==> src/rtl/onepulser_pkg.sv <==
// Shared definitions for the multi-channel push-button one-pulser:
// FSM state encoding and counter sizing helpers.
package onepulser_pkg;

    typedef logic [1:0] pulser_state_t;

    localparam pulser_state_t ST_IDLE = 2'd0;
    localparam pulser_state_t ST_FIRE = 2'd1;
    localparam pulser_state_t ST_HELD = 2'd2;

    // Bits needed for a counter that holds 0 .. max_count-1, never less than one.
    function automatic int cnt_width(input int max_count);
        return (max_count < 2) ? 1 : $clog2(max_count);
    endfunction

    function automatic int max_of(input int a, input int b);
        return (a > b) ? a : b;
    endfunction

endpackage

==> src/rtl/onepulse_channel.sv <==
// One push-button channel: 2-flop synchroniser, debounce counter, and the
// IDLE/FIRE/HELD pulse FSM with optional auto-repeat.
module onepulse_channel
    import onepulser_pkg::*;
#(
    parameter int DEBOUNCE_CYCLES = 16,
    parameter int REPEAT_EN       = 0,
    parameter int REPEAT_DELAY    = 1000,
    parameter int REPEAT_PERIOD   = 200
) (
    input  logic clock,
    input  logic reset,
    input  logic btn_in,
    input  logic ch_en,
    output logic pulse,
    output logic level
);

    localparam int DB_W    = cnt_width(DEBOUNCE_CYCLES);
    localparam int RPT_MAX = max_of(REPEAT_DELAY, REPEAT_PERIOD);
    localparam int RPT_W   = cnt_width(RPT_MAX);

    localparam logic [DB_W-1:0]  DB_LAST     = DB_W'(DEBOUNCE_CYCLES - 1);
    localparam logic [RPT_W-1:0] DELAY_LAST  = RPT_W'(REPEAT_DELAY - 1);
    localparam logic [RPT_W-1:0] PERIOD_LAST = RPT_W'(REPEAT_PERIOD - 1);

    logic                sync1_q, sync1_d;
    logic                sync2_q, sync2_d;
    logic [DB_W-1:0]     db_cnt_q, db_cnt_d;
    logic                level_q, level_d;
    pulser_state_t       state_q, state_d;
    logic [RPT_W-1:0]    rpt_cnt_q, rpt_cnt_d;
    logic                rpt_again_q, rpt_again_d;
    logic [RPT_W-1:0]    rpt_target;

    always_ff @(posedge clock or negedge reset) begin
        if (!reset) begin
            sync1_q     <= 1'b0;
            sync2_q     <= 1'b0;
            db_cnt_q    <= '0;
            level_q     <= 1'b0;
            state_q     <= ST_IDLE;
            rpt_cnt_q   <= '0;
            rpt_again_q <= 1'b0;
        end else begin
            sync1_q     <= sync1_d;
            sync2_q     <= sync2_d;
            db_cnt_q    <= db_cnt_d;
            level_q     <= level_d;
            state_q     <= state_d;
            rpt_cnt_q   <= rpt_cnt_d;
            rpt_again_q <= rpt_again_d;
        end
    end

    // The counter only advances on consecutive mismatch cycles; the
    // DEBOUNCE_CYCLES-th one flips level instead of counting further.
    always_comb begin
        sync1_d  = btn_in;
        sync2_d  = sync1_q;
        db_cnt_d = '0;
        level_d  = level_q;
        if (sync2_q != level_q) begin
            if (db_cnt_q == DB_LAST) begin
                level_d = ~level_q;
            end else begin
                db_cnt_d = db_cnt_q + 1'b1;
            end
        end
    end

    assign rpt_target = rpt_again_q ? PERIOD_LAST : DELAY_LAST;

    // rpt_cnt counts cycles since the last FIRE, so hitting target-1 in HELD
    // places the next FIRE exactly target cycles after the previous one.
    always_comb begin
        state_d     = state_q;
        rpt_cnt_d   = rpt_cnt_q;
        rpt_again_d = rpt_again_q;
        case (state_q)
            ST_IDLE: begin
                if (level_q && ch_en) begin
                    state_d = ST_FIRE;
                end
            end
            ST_FIRE: begin
                state_d   = ST_HELD;
                rpt_cnt_d = RPT_W'(1);
            end
            ST_HELD: begin
                if (!level_q) begin
                    state_d = ST_IDLE;
                end else if (REPEAT_EN != 0) begin
                    if (rpt_cnt_q == rpt_target) begin
                        state_d     = ST_FIRE;
                        rpt_again_d = 1'b1;
                    end else begin
                        rpt_cnt_d = rpt_cnt_q + 1'b1;
                    end
                end
            end
            default: begin
                state_d = ST_IDLE;
            end
        endcase

        if (!ch_en) begin
            state_d = ST_IDLE;
        end
        if (state_d == ST_IDLE) begin
            rpt_cnt_d   = '0;
            rpt_again_d = 1'b0;
        end
    end

    assign pulse = (state_q == ST_FIRE);
    assign level = level_q;

endmodule

==> src/rtl/multi_onepulser.sv <==
// Multi-channel debounced one-pulser: one independent channel per button
// plus a combinational OR of all pulses.
module multi_onepulser #(
    parameter int CHANNELS        = 4,
    parameter int DEBOUNCE_CYCLES = 16,
    parameter int REPEAT_EN       = 0,
    parameter int REPEAT_DELAY    = 1000,
    parameter int REPEAT_PERIOD   = 200
) (
    input  logic                clock,
    input  logic                reset,
    input  logic [CHANNELS-1:0] btn_in,
    input  logic [CHANNELS-1:0] ch_en,
    output logic [CHANNELS-1:0] pulse,
    output logic [CHANNELS-1:0] level,
    output logic                any_pulse
);

    for (genvar i = 0; i < CHANNELS; i++) begin : g_ch
        onepulse_channel #(
            .DEBOUNCE_CYCLES (DEBOUNCE_CYCLES),
            .REPEAT_EN       (REPEAT_EN),
            .REPEAT_DELAY    (REPEAT_DELAY),
            .REPEAT_PERIOD   (REPEAT_PERIOD)
        ) u_ch (
            .clock  (clock),
            .reset  (reset),
            .btn_in (btn_in[i]),
            .ch_en  (ch_en[i]),
            .pulse  (pulse[i]),
            .level  (level[i])
        );
    end

    assign any_pulse = |pulse;

endmodule
==> config.mk <==
export PLATFORM = sky130hd
export DESIGN_NAME = multi_onepulser
export DESIGN_NICKNAME = d
export VERILOG_FILES = /design/src/rtl/onepulser_pkg.sv /design/src/rtl/onepulse_channel.sv /design/src/rtl/multi_onepulser.sv
export SDC_FILE = /design/constraint.sdc
export NUM_CORES = 1
export LEC_CHECK = 0
export ABC_AREA = 1
export CORE_AREA = 10 10 63 65
export DETAILED_ROUTE_END_ITERATION = 6
export DIE_AREA = 0 0 73 75
export PLACE_DENSITY = 0.78
export SLEW_MARGIN = 20
export SYNTH_ARGS = -nofsm -noshare
export SYNTH_HDL_FRONTEND = slang
export SYNTH_SLANG_ARGS = --single-unit
==> constraint.sdc <==
create_clock -name clock -period 2.8 [get_ports clock]
set_clock_uncertainty 0.1 [all_clocks]
set_input_delay 0.56 -clock clock [delete_from_list [all_inputs] [get_ports clock]]
set_output_delay 0.56 -clock clock [all_outputs]
set_load 0.02 [all_outputs]
Word level (Yosys, flattened, before mapping)
Cells that the tools add are included.
Cells by class
  add/sub/neg operators: 4
  $mul: 0
  div/mod/pow operators: 0
  magnitude comparators: 0
  eq/ne operators: 24
  shifts and indexed selects: 0
  muxes and demuxes: 24
  bitwise operators: 4
  reduce and logical (&&, ||, !) cells: 17
Operators with widths (count)
  2-to-1 mux 4 bit: 8
  2-to-1 mux 2 bit: 12
  one-hot mux 2 bit (3 select lines): 4
  adder 4 x 1 -> 4 bit (second input constant): 4
  == test 4 bit (second input constant): 4
  AND reduction 2 bit: 8
  != test 3 x 2 -> 1 bit (second input constant): 4
  != test 3 bit (second input constant): 4
  == test 2 x 1 -> 1 bit (second input constant): 4
  == test 2 bit (second input constant): 4
  zero test 2 bit: 4
  logical AND 1 bit: 4
  != test 1 bit: 4
  NOT 1 bit: 4
  OR reduction 4 bit: 1
Storage, ports and cells
  bits in registers: 36
  bits in latches: 0
  RAM bits: 0
  memory bits (read-only): 0
  input port bits: 10
  output and inout port bits: 9
  logic and storage cells: 93
  memories kept: 0

Depth between registers and ports, before layout
  word-level depth: 4
  mapped depth: 5
  depth with buffers taken out: 5

By module
A second synthesis with hierarchy kept.
Second synthesis, totals
  cell total of the unflattened synthesis: 151
  area, all modules: 1517.7 µm²
By module, submodules not included
  onepulse_channel at g_ch[1].u_ch ...: times used 3, cells an instance 37, area each 379.1 µm², sequential area each 225.2 µm²
  onepulse_channel at g_ch[0].u_ch: times used 1, cells an instance 37, area each 369.1 µm², sequential area each 225.2 µm²
  multi_onepulser: times used 1, cells an instance 3, area each 11.3 µm², sequential area each 0.0 µm²

Worst setup path after synthesis
No wires, ideal clock.
  path kind: reg2out
  start point: register g_ch[2].u_ch.state_q[1]
  end point: output any_pulse
  arrival: 803 ps
  data required time: 2140 ps
  setup slack: 1337 ps
  cell stages (with the launch flop): 3
  buffers on the path: 0
  cell sequence: dfrtp_1 or2_4 nand4_1
Between the ends
  cells in the longest elaborated chain, start to end: 2
Ends and longest elaborated chain
  start, declared: RTL line onepulse_channel.sv:31  | pulser_state_t state_q, state_d;
  start signal, assigned: RTL line onepulse_channel.sv:50  | state_q <= state_d;
  == test 2 x 1 -> 1 bit: RTL line onepulse_channel.sv:116  | assign pulse = (state_q == ST_FIRE);
  OR reduction 4 bit: RTL line multi_onepulser.sv:35  | assign any_pulse = |pulse;
  end, declared: RTL line multi_onepulser.sv:16  | output logic any_pulse
No other way between the ends.

Final worst setup path
Same ends and word-level chain as after synthesis.

==> results.py <==
metrics = {
    "sta": {
        "hold_viol": 0,
        "finalCritPeriodShare_pct": 84.3,
        "grt_setup_unrepaired": "false",
        "setup_viol": 0,
        "hold_slack_ns": 0.249,
        "tightest_slew_ns": 0.437,
        "slew_headroom_pct": 70.9,
        "fin_tns_setup_ns": 0,
        "layout_min_cycle_time_ns": 2.36,
        "worst_slack_ns": 0.438,
        "fmax_ghz": 0.423,
        "drv_slew": 0,
    },
    "floorplan": {
        "pin_count": 19,
        "core-area_um2": 2710,
        "start_util_pct": 56.2,
        "die_w_um": 73,
        "rows": 19,
        "die_area_um2": 5480,
        "die_h_um": 75,
    },
    "worst_setup_path": {
        "r2r_end": "g_ch[3].u_ch.db_cnt_q[0]$_DFF_PN0_",
        "timing.rr.start": "g_ch[3].u_ch.db_cnt_q[0]$_DFF_PN0_",
        "path_class": "register to output pin",
        "arrival_ns": 1.70,
        "ff2ff_setup_slack_ns": 1.64,
        "path_max_fanout": 3,
        "start_kind": "register",
        "crit_end": "any_pulse",
        "crit_start": "g_ch[2].u_ch.state_q[1]$_DFFE_PN0P_",
        "crit_path_end_kind": "output pin",
        "r2r_cells": 4,
        "worstPathRequired_ns": 2.14,
    },
    "synthesis": {
        "ys_ff_latch": 36,
        "ys_warn_count": 0,
        "ys_seq_area_share_pct": 59.1,
        "synthTopCellsByArea": "dfrtp_1 (59%), nand2_1 (8.1%), inv_1 (5.9%), buf_4 (3.9%), nor2_1 (3.9%)",
        "yosysTopAreaCell": "dfrtp_1",
        "syn_inst": 161,
        "syn_area_per_cell_um2": 9.47,
        "yosysUniqueCellTypes": 18,
        "synth_top_area_share_pct": 59.1,
        "syn_nets": 175,
        "synth_area_um2": 1520,
    },
    "layout": {
        "layout_commonest_cell": "dfrtp_1",
        "antenna_cells": 0,
        "drive_gt1_share_pct": 7.78,
        "finalInstanceArea_um2": 1750,
        "area_delta_synth_final_pct": 14.9,
        "layout_common_cells": "dfrtp_1 (36), nand2_1 (33), inv_1 (24)",
        "nNetsFinal": 193,
    },
    "power_and_ir_drop": {
        "max-vdd-ir-drop_mv": 0.337,
        "p_sw_w": 0.000214,
        "p_comb_share_pct": 6.6,
        "share_seq_of_total_power_pct": 61.7,
        "power.density_nw_per_um2": 514,
        "p_total_w": 0.000900,
        "p_sw_share_pct": 23.7,
        "power_leakage_nw": 0.874,
        "intPower_w": 0.000687,
        "clkPwrFrac_pct": 31.6,
    },
    "route": {
        "drtIter0Drc": 54,
        "via_per_inst": 5.07,
        "route.antenna.remaining_nets": 0,
        "num_vias": 1069,
        "wl_per_cell_um": 12.2,
        "drc": 0,
        "wl_um": 2580,
        "first_pass_iters": 4,
    },
    "run": {
        "cap_violations": 0,
    },
    "clocking": {
        "cts_root_buf": "clkbuf_4",
        "cts_max_level": 2,
        "cts_setup_buffers": 0,
        "clkSlewWorstSetupHoldPaths_ns": 0.11,
        "ctsHoldBuffers": 0,
        "clk_latency_ns": 0.34,
        "numCtsBuffers": 5,
        "cts-resized-gates": 0,
        "clock-sinks": 36,
        "ctsLongestPathBuffers": 2,
        "cts_tree": "done",
    },
    "min_path": {
        "whs_path_depth": 0,
        "hold_path_class": "register to register",
    },
    "global_route": {
        "grt_max_degree": 37,
        "grt_pass1_vias": 1114,
        "grt-ovfl-total": 0,
        "antenna_found_initial": 0,
        "grt_usage_pct": 10.8,
        "grt_pass1_wl_um": 4710,
    },
    "placement": {
        "hpwl_um": 2020,
        "portBuffers": 18,
        "place.gp.congestion": 0.730,
        "place_ws_ns": 0.809,
        "dpl_cell_area_um2": 1690,
    },
    "run_status": {
        "status": "completed",
    },
}
==> final cells by class <==
cell class	instances	area [um^2]
fillers	217	958
inverters	25	93.8
multi-input cells	92	469
well taps	31	38.8
repair buffers	19	188
flip-flops and latches	36	901
clock buffers	6	51.3
clock inverters	2	10.0
==> cell usage after synthesis <==
library cell   n
inv_1         24
o21ai_1        4
inv_2          1
or2_0          3
o21ai_0        3
nand3_1       11
dfrtp_1       36
xnor2_1        4
nand2_2        1
nor2_1        16
nand4_1        6
ha_1           4
buf_4          8
or2_4          1
o21ai_2        1
nand2_1       33
nand3_2        1
nor3_1         4
==> power groups by stage <==
| stage | clock network, W | logic [W] | registers, W |
|---|---|---|---|
| final | 0.000285 | 0.0000598 | 0.000556 |
| after global routing | 0.000315 | 0.0000710 | 0.000559 |
| after CTS | 0.000291 | 0.0000615 | 0.000556 |
| after detailed placement | 0 | 0.0000609 | 0.000566 |
| after global placement | 0 | 0.0000575 | 0.000564 |
| after floorplan | 0 | 0.0000302 | 0.000562 |
==> sequential cells by signal, indices dropped and copies added (netlist names) <==
register            flops
g_ch.u_ch.state_q       8
g_ch.u_ch.level         4
g_ch.u_ch.db_cnt_q     16
g_ch.u_ch.sync1_q       4
g_ch.u_ch.sync2_q       4
==> cells by family (layout without fill, tap and decap cells) <==
kind of cell	count (synthesis)	count (layout)	share of synthesized area, %
AOI/OAI and AO/OA	8	8	2.87
and+or+nand+nor	76	76	22.3
buffers and inverters	33	52	10.1
xor gates and xnor gates	4	4	2.30
adders and majority gates	4	4	3.28
DFF	36	36	59.1
==> per-layer routing <==
layer | vias to the layer above | part of all wire [%] | track usage [%]
li1 | 532 | - | -
met1 | 495 | 38 | 10.8
met2 | 34 | 50 | 18.5
met3 | 8 | 9.3 | 4.73
met4 | 0 | 2.4 | 6.33
met5 | - | 0 | 0
==> worst max-delay path, cell delays in order (launching register included) <==
cell             delay (ns)
dfrtp_1                0.41
or2_4                  0.27
nand4_1                0.07
clkdlybuf4s50_1        0.61
==> metrics by stage <==
step / util [%] / cells
floorplan: - / 161
global placement: 62.4 / 203
detailed placement: 62.4 / 203
CTS: 64.6 / 211
global route: 64.6 / 211
finish: 64.6 / 211
==> how the worst min path moves through the flow <==
stage / startpoint / end / slack [ns]
floorplan: reset / g_ch[0].u_ch.db_cnt_q[0]$_DFF_PN0_ / 0.16
global placement: g_ch[3].u_ch.sync1_q$_DFF_PN0_ / g_ch[3].u_ch.sync2_q$_DFF_PN0_ / 0.23
global route: g_ch[2].u_ch.sync1_q$_DFF_PN0_ / g_ch[2].u_ch.sync2_q$_DFF_PN0_ / 0.27
detailed placement: g_ch[1].u_ch.sync1_q$_DFF_PN0_ / g_ch[1].u_ch.sync2_q$_DFF_PN0_ / 0.24
finish: g_ch[2].u_ch.sync1_q$_DFF_PN0_ / g_ch[2].u_ch.sync2_q$_DFF_PN0_ / 0.25
CTS: g_ch[2].u_ch.sync1_q$_DFF_PN0_ / g_ch[2].u_ch.sync2_q$_DFF_PN0_ / 0.25
Power figures use the tool's default switching activity.
==> edit 1: new RTL, same flow settings <==
`REPEAT_EN` is set to 0 in 2 places; all go to 1.
--- a/src/rtl/onepulse_channel.sv
+++ b/src/rtl/onepulse_channel.sv
@@ -4,7 +4,7 @@
     import onepulser_pkg::*;
 #(
     parameter int DEBOUNCE_CYCLES = 16,
-    parameter int REPEAT_EN       = 0,
+    parameter int REPEAT_EN       = 1,
     parameter int REPEAT_DELAY    = 1000,
     parameter int REPEAT_PERIOD   = 200
 ) (
--- a/src/rtl/multi_onepulser.sv
+++ b/src/rtl/multi_onepulser.sv
@@ -3,7 +3,7 @@
 module multi_onepulser #(
     parameter int CHANNELS        = 4,
     parameter int DEBOUNCE_CYCLES = 16,
-    parameter int REPEAT_EN       = 0,
+    parameter int REPEAT_EN       = 1,
     parameter int REPEAT_DELAY    = 1000,
     parameter int REPEAT_PERIOD   = 200
 ) (
Function: no difference found for any inputs over 10 cycles, from zero or initial values and one cycle with reset low; that may be too few to reach the edited logic, so the function may still have changed.
==> edit 1 against the unedited design <==
  * The flow now stops in 3_1_place_gp_skip_io
  * Area after synthesis grew to 2.9 times the old value
==> edit 1: results (changes against the unedited design) <==
Outcome
  • Status: aborted with a tool error (was completed)
  • First Err: [ERROR GPL-0301] Utilization 184.764 % exceeds 100%.
  • Stop stage: 3_1_place_gp_skip_io

Logic synthesis
  • Sequential share of the synthesized area: 0.446 (was 0.591)
  • Synthesized Nets: 604 (was 175)
  • Synth async-reset ratio: 1.00 (unchanged)
  • Ys Warns: 0 (unchanged)
  • Synth Flop Type: dfrtp_1 (unchanged)
  • Post-synth cell types: 36 (was 18)
  • Synth area leaders: dfrtp_1 (45%), nand2_1 (14%), nor2_1 (6.5%), inv_1 (5.8%), nand4_1 (5.0%) (was dfrtp_1 (59%), nand2_1 (8.1%), inv_1 (5.9%), buf_4 (3.9%), nor2_1 (3.9%))
  • Post-Synthesis Cells: 586 (was 161)
  • Yosys reg bits: 80 (was 36)
  • Synth cell count leaders: nand2_1 (166), dfrtp_1 (80), nor2_1 (78), inv_1 (69), nand3_1 (40) (was dfrtp_1 (36), nand2_1 (33), inv_1 (24), nor2_1 (16), nand3_1 (11))
edit 1: kinds of logic after synthesis:
group / count (synthesis) / synth area share
AOI/OAI and AO/OA: 27 / 0.0415
muxes: 1 / 0.00251
buffers and inverters: 92 / 0.0919
DFF: 80 / 0.446
xor gates and xnor gates: 19 / 0.0370
and+or+nand+nor: 359 / 0.359
adders and majority gates: 8 / 0.0223
==> edit 2: new RTL, config.mk and constraints unchanged <==
Made on the original files. Put a register stage on the output `level`, without a reset. The value now appears one clock later. The other outputs are not delayed to match. Comments in the files are not updated.
--- a/src/rtl/multi_onepulser.sv
+++ b/src/rtl/multi_onepulser.sv
@@ -16,6 +16,8 @@
     output logic                any_pulse
 );
 
+    logic [CHANNELS-1:0] level_c;
+
     for (genvar i = 0; i < CHANNELS; i++) begin : g_ch
         onepulse_channel #(
             .DEBOUNCE_CYCLES (DEBOUNCE_CYCLES),
@@ -28,10 +30,14 @@
             .btn_in (btn_in[i]),
             .ch_en  (ch_en[i]),
             .pulse  (pulse[i]),
-            .level  (level[i])
+            .level  (level_c[i])
         );
     end
 
     assign any_pulse = |pulse;
 
+    always_ff @(posedge clock) begin
+        level <= level_c;
+    end
+
 endmodule
Function: same outputs for any inputs over 10 cycles, from zero or initial values and one cycle with reset low; that may be too few to reach the edited logic, so the function may still have changed.
==> edit 2 against the unedited design <==
  * First-iteration DRC count down 43%
  * Routed wire length up 2.9%
  * Final area up 6.2%
  * Sequential power up 10%
  * Die area unchanged
  * Setup slack worse by 0.031 ns
  * Synthesized cell count up 0.62%
  * Critical path type unchanged
  * Sequential cell count up 4
  * Area after synthesis up 3.3%
  * Total power up 19%
==> edit 2: results (changes against the unedited design) <==
Worst setup path
  • WP data arrival: 1.73 ns (was 1.70 ns)
  • Reg2reg start: g_ch[0].u_ch.db_cnt_q[0]$_DFF_PN0_ (was g_ch[3].u_ch.db_cnt_q[0]$_DFF_PN0_)
  • Worst reg2reg path endpoint: g_ch[0].u_ch.db_cnt_q[0]$_DFF_PN0_ (was g_ch[3].u_ch.db_cnt_q[0]$_DFF_PN0_)
  • Reg2reg setup slack: 1.59 ns (was 1.64 ns)

Place
  • RePlAce Congestion: 0.748 (was 0.730)
  • Placed cells: 208 (was 203)
  • Place WS: 0.792 ns (was 0.809 ns)

Routing
  • Post-Route M1 WL: 1110 um (was 994 um)
  • Drt first pass iters: 6 (was 4)
  • Starting DRT DRC Count: 31 (was 54)
  • Met2 wire len: 1280 um (about the same)

Cells and area
  • Nets: 198 (was 193)
  • Post-Layout Cell Count: 216 (was 211)

Power
  • Pleak: 0.928 nW (was 0.874 nW)
  • Worst vdd ir: 0.512 mV (was 0.337 mV)

Global route
  • First-pass GRT wire length: 4540 um (was 4710 um)
  • GRT Total Usage: 0.106 (was 0.108)
  • Met3 Use GR: 0.0526 (was 0.0473)
  • Vias in the first global route: 1,092 (was 1,114)

Logic synthesis
  • Post-Synth XOR/XNOR Area: 0.0223 (was 0.0230)
  • Synthesized area per cell: 9.72 um2 (was 9.47 um2)
  • Post-synth cell types: 19 (was 18)
  • Synthesized Nets: 176 (was 175)
  • Synth area leaders: dfrtp_1 (57%), nand2_1 (8.1%), inv_1 (5.7%), dfxtp_1 (5.1%), nor2_1 (4.3%) (was dfrtp_1 (59%), nand2_1 (8.1%), inv_1 (5.9%), buf_4 (3.9%), nor2_1 (3.9%))

Timing
  • Max Freq: 0.418 GHz (was 0.423 GHz)

Outcome
  • Status: completed (unchanged)
edit 2: cell types whose count changed in the layout (fill, tap and decap cells not counted), sizes merged:
cell,unedited run,this run
o21ai,8,7
nor2,16,18
bufinv,0,1
nor3,4,3
nand2,34,35
clkinv,2,1
or2,4,3
nand3,12,13
dfxtp,0,4
edit 2: power groups by stage:
stage	sequential, mW	clock (mW)	combinational, mW
after global placement	0.622	0	0.0576
after floorplan	0.620	0	0.0300
after CTS	0.613	0.411	0.0620
final	0.613	0.400	0.0604
after global routing	0.616	0.440	0.0689
after detailed placement	0.624	0	0.0615
edit 2: worst min-delay path by stage:
stage	from	endpoint	slack, ns	cells after the start
3_3_place_gp	g_ch[3].u_ch.sync1_q$_DFF_PN0_	g_ch[3].u_ch.sync2_q$_DFF_PN0_	0.23	0
4_1_cts	g_ch[2].u_ch.sync1_q$_DFF_PN0_	g_ch[2].u_ch.sync2_q$_DFF_PN0_	0.26	0
6_report	g_ch[2].u_ch.sync1_q$_DFF_PN0_	g_ch[2].u_ch.sync2_q$_DFF_PN0_	0.26	0
3_5_place_dp	g_ch[3].u_ch.sync1_q$_DFF_PN0_	g_ch[3].u_ch.sync2_q$_DFF_PN0_	0.23	0
2_1_floorplan	reset	g_ch[0].u_ch.db_cnt_q[0]$_DFF_PN0_	0.16	0
5_1_grt	g_ch[1].u_ch.sync1_q$_DFF_PN0_	g_ch[1].u_ch.sync2_q$_DFF_PN0_	0.28	0
edit 2: area by class of cell:
class / instances / area [um2]
inverters: 25 / 93.8
well taps: 31 / 38.8
flip-flops and latches: 40 / 981
fillers: 212 / 850
repair buffers: 19 / 188
multi-input cells: 93 / 469
clock buffers: 6 / 51.3
clock inverters: 2 / 38.8
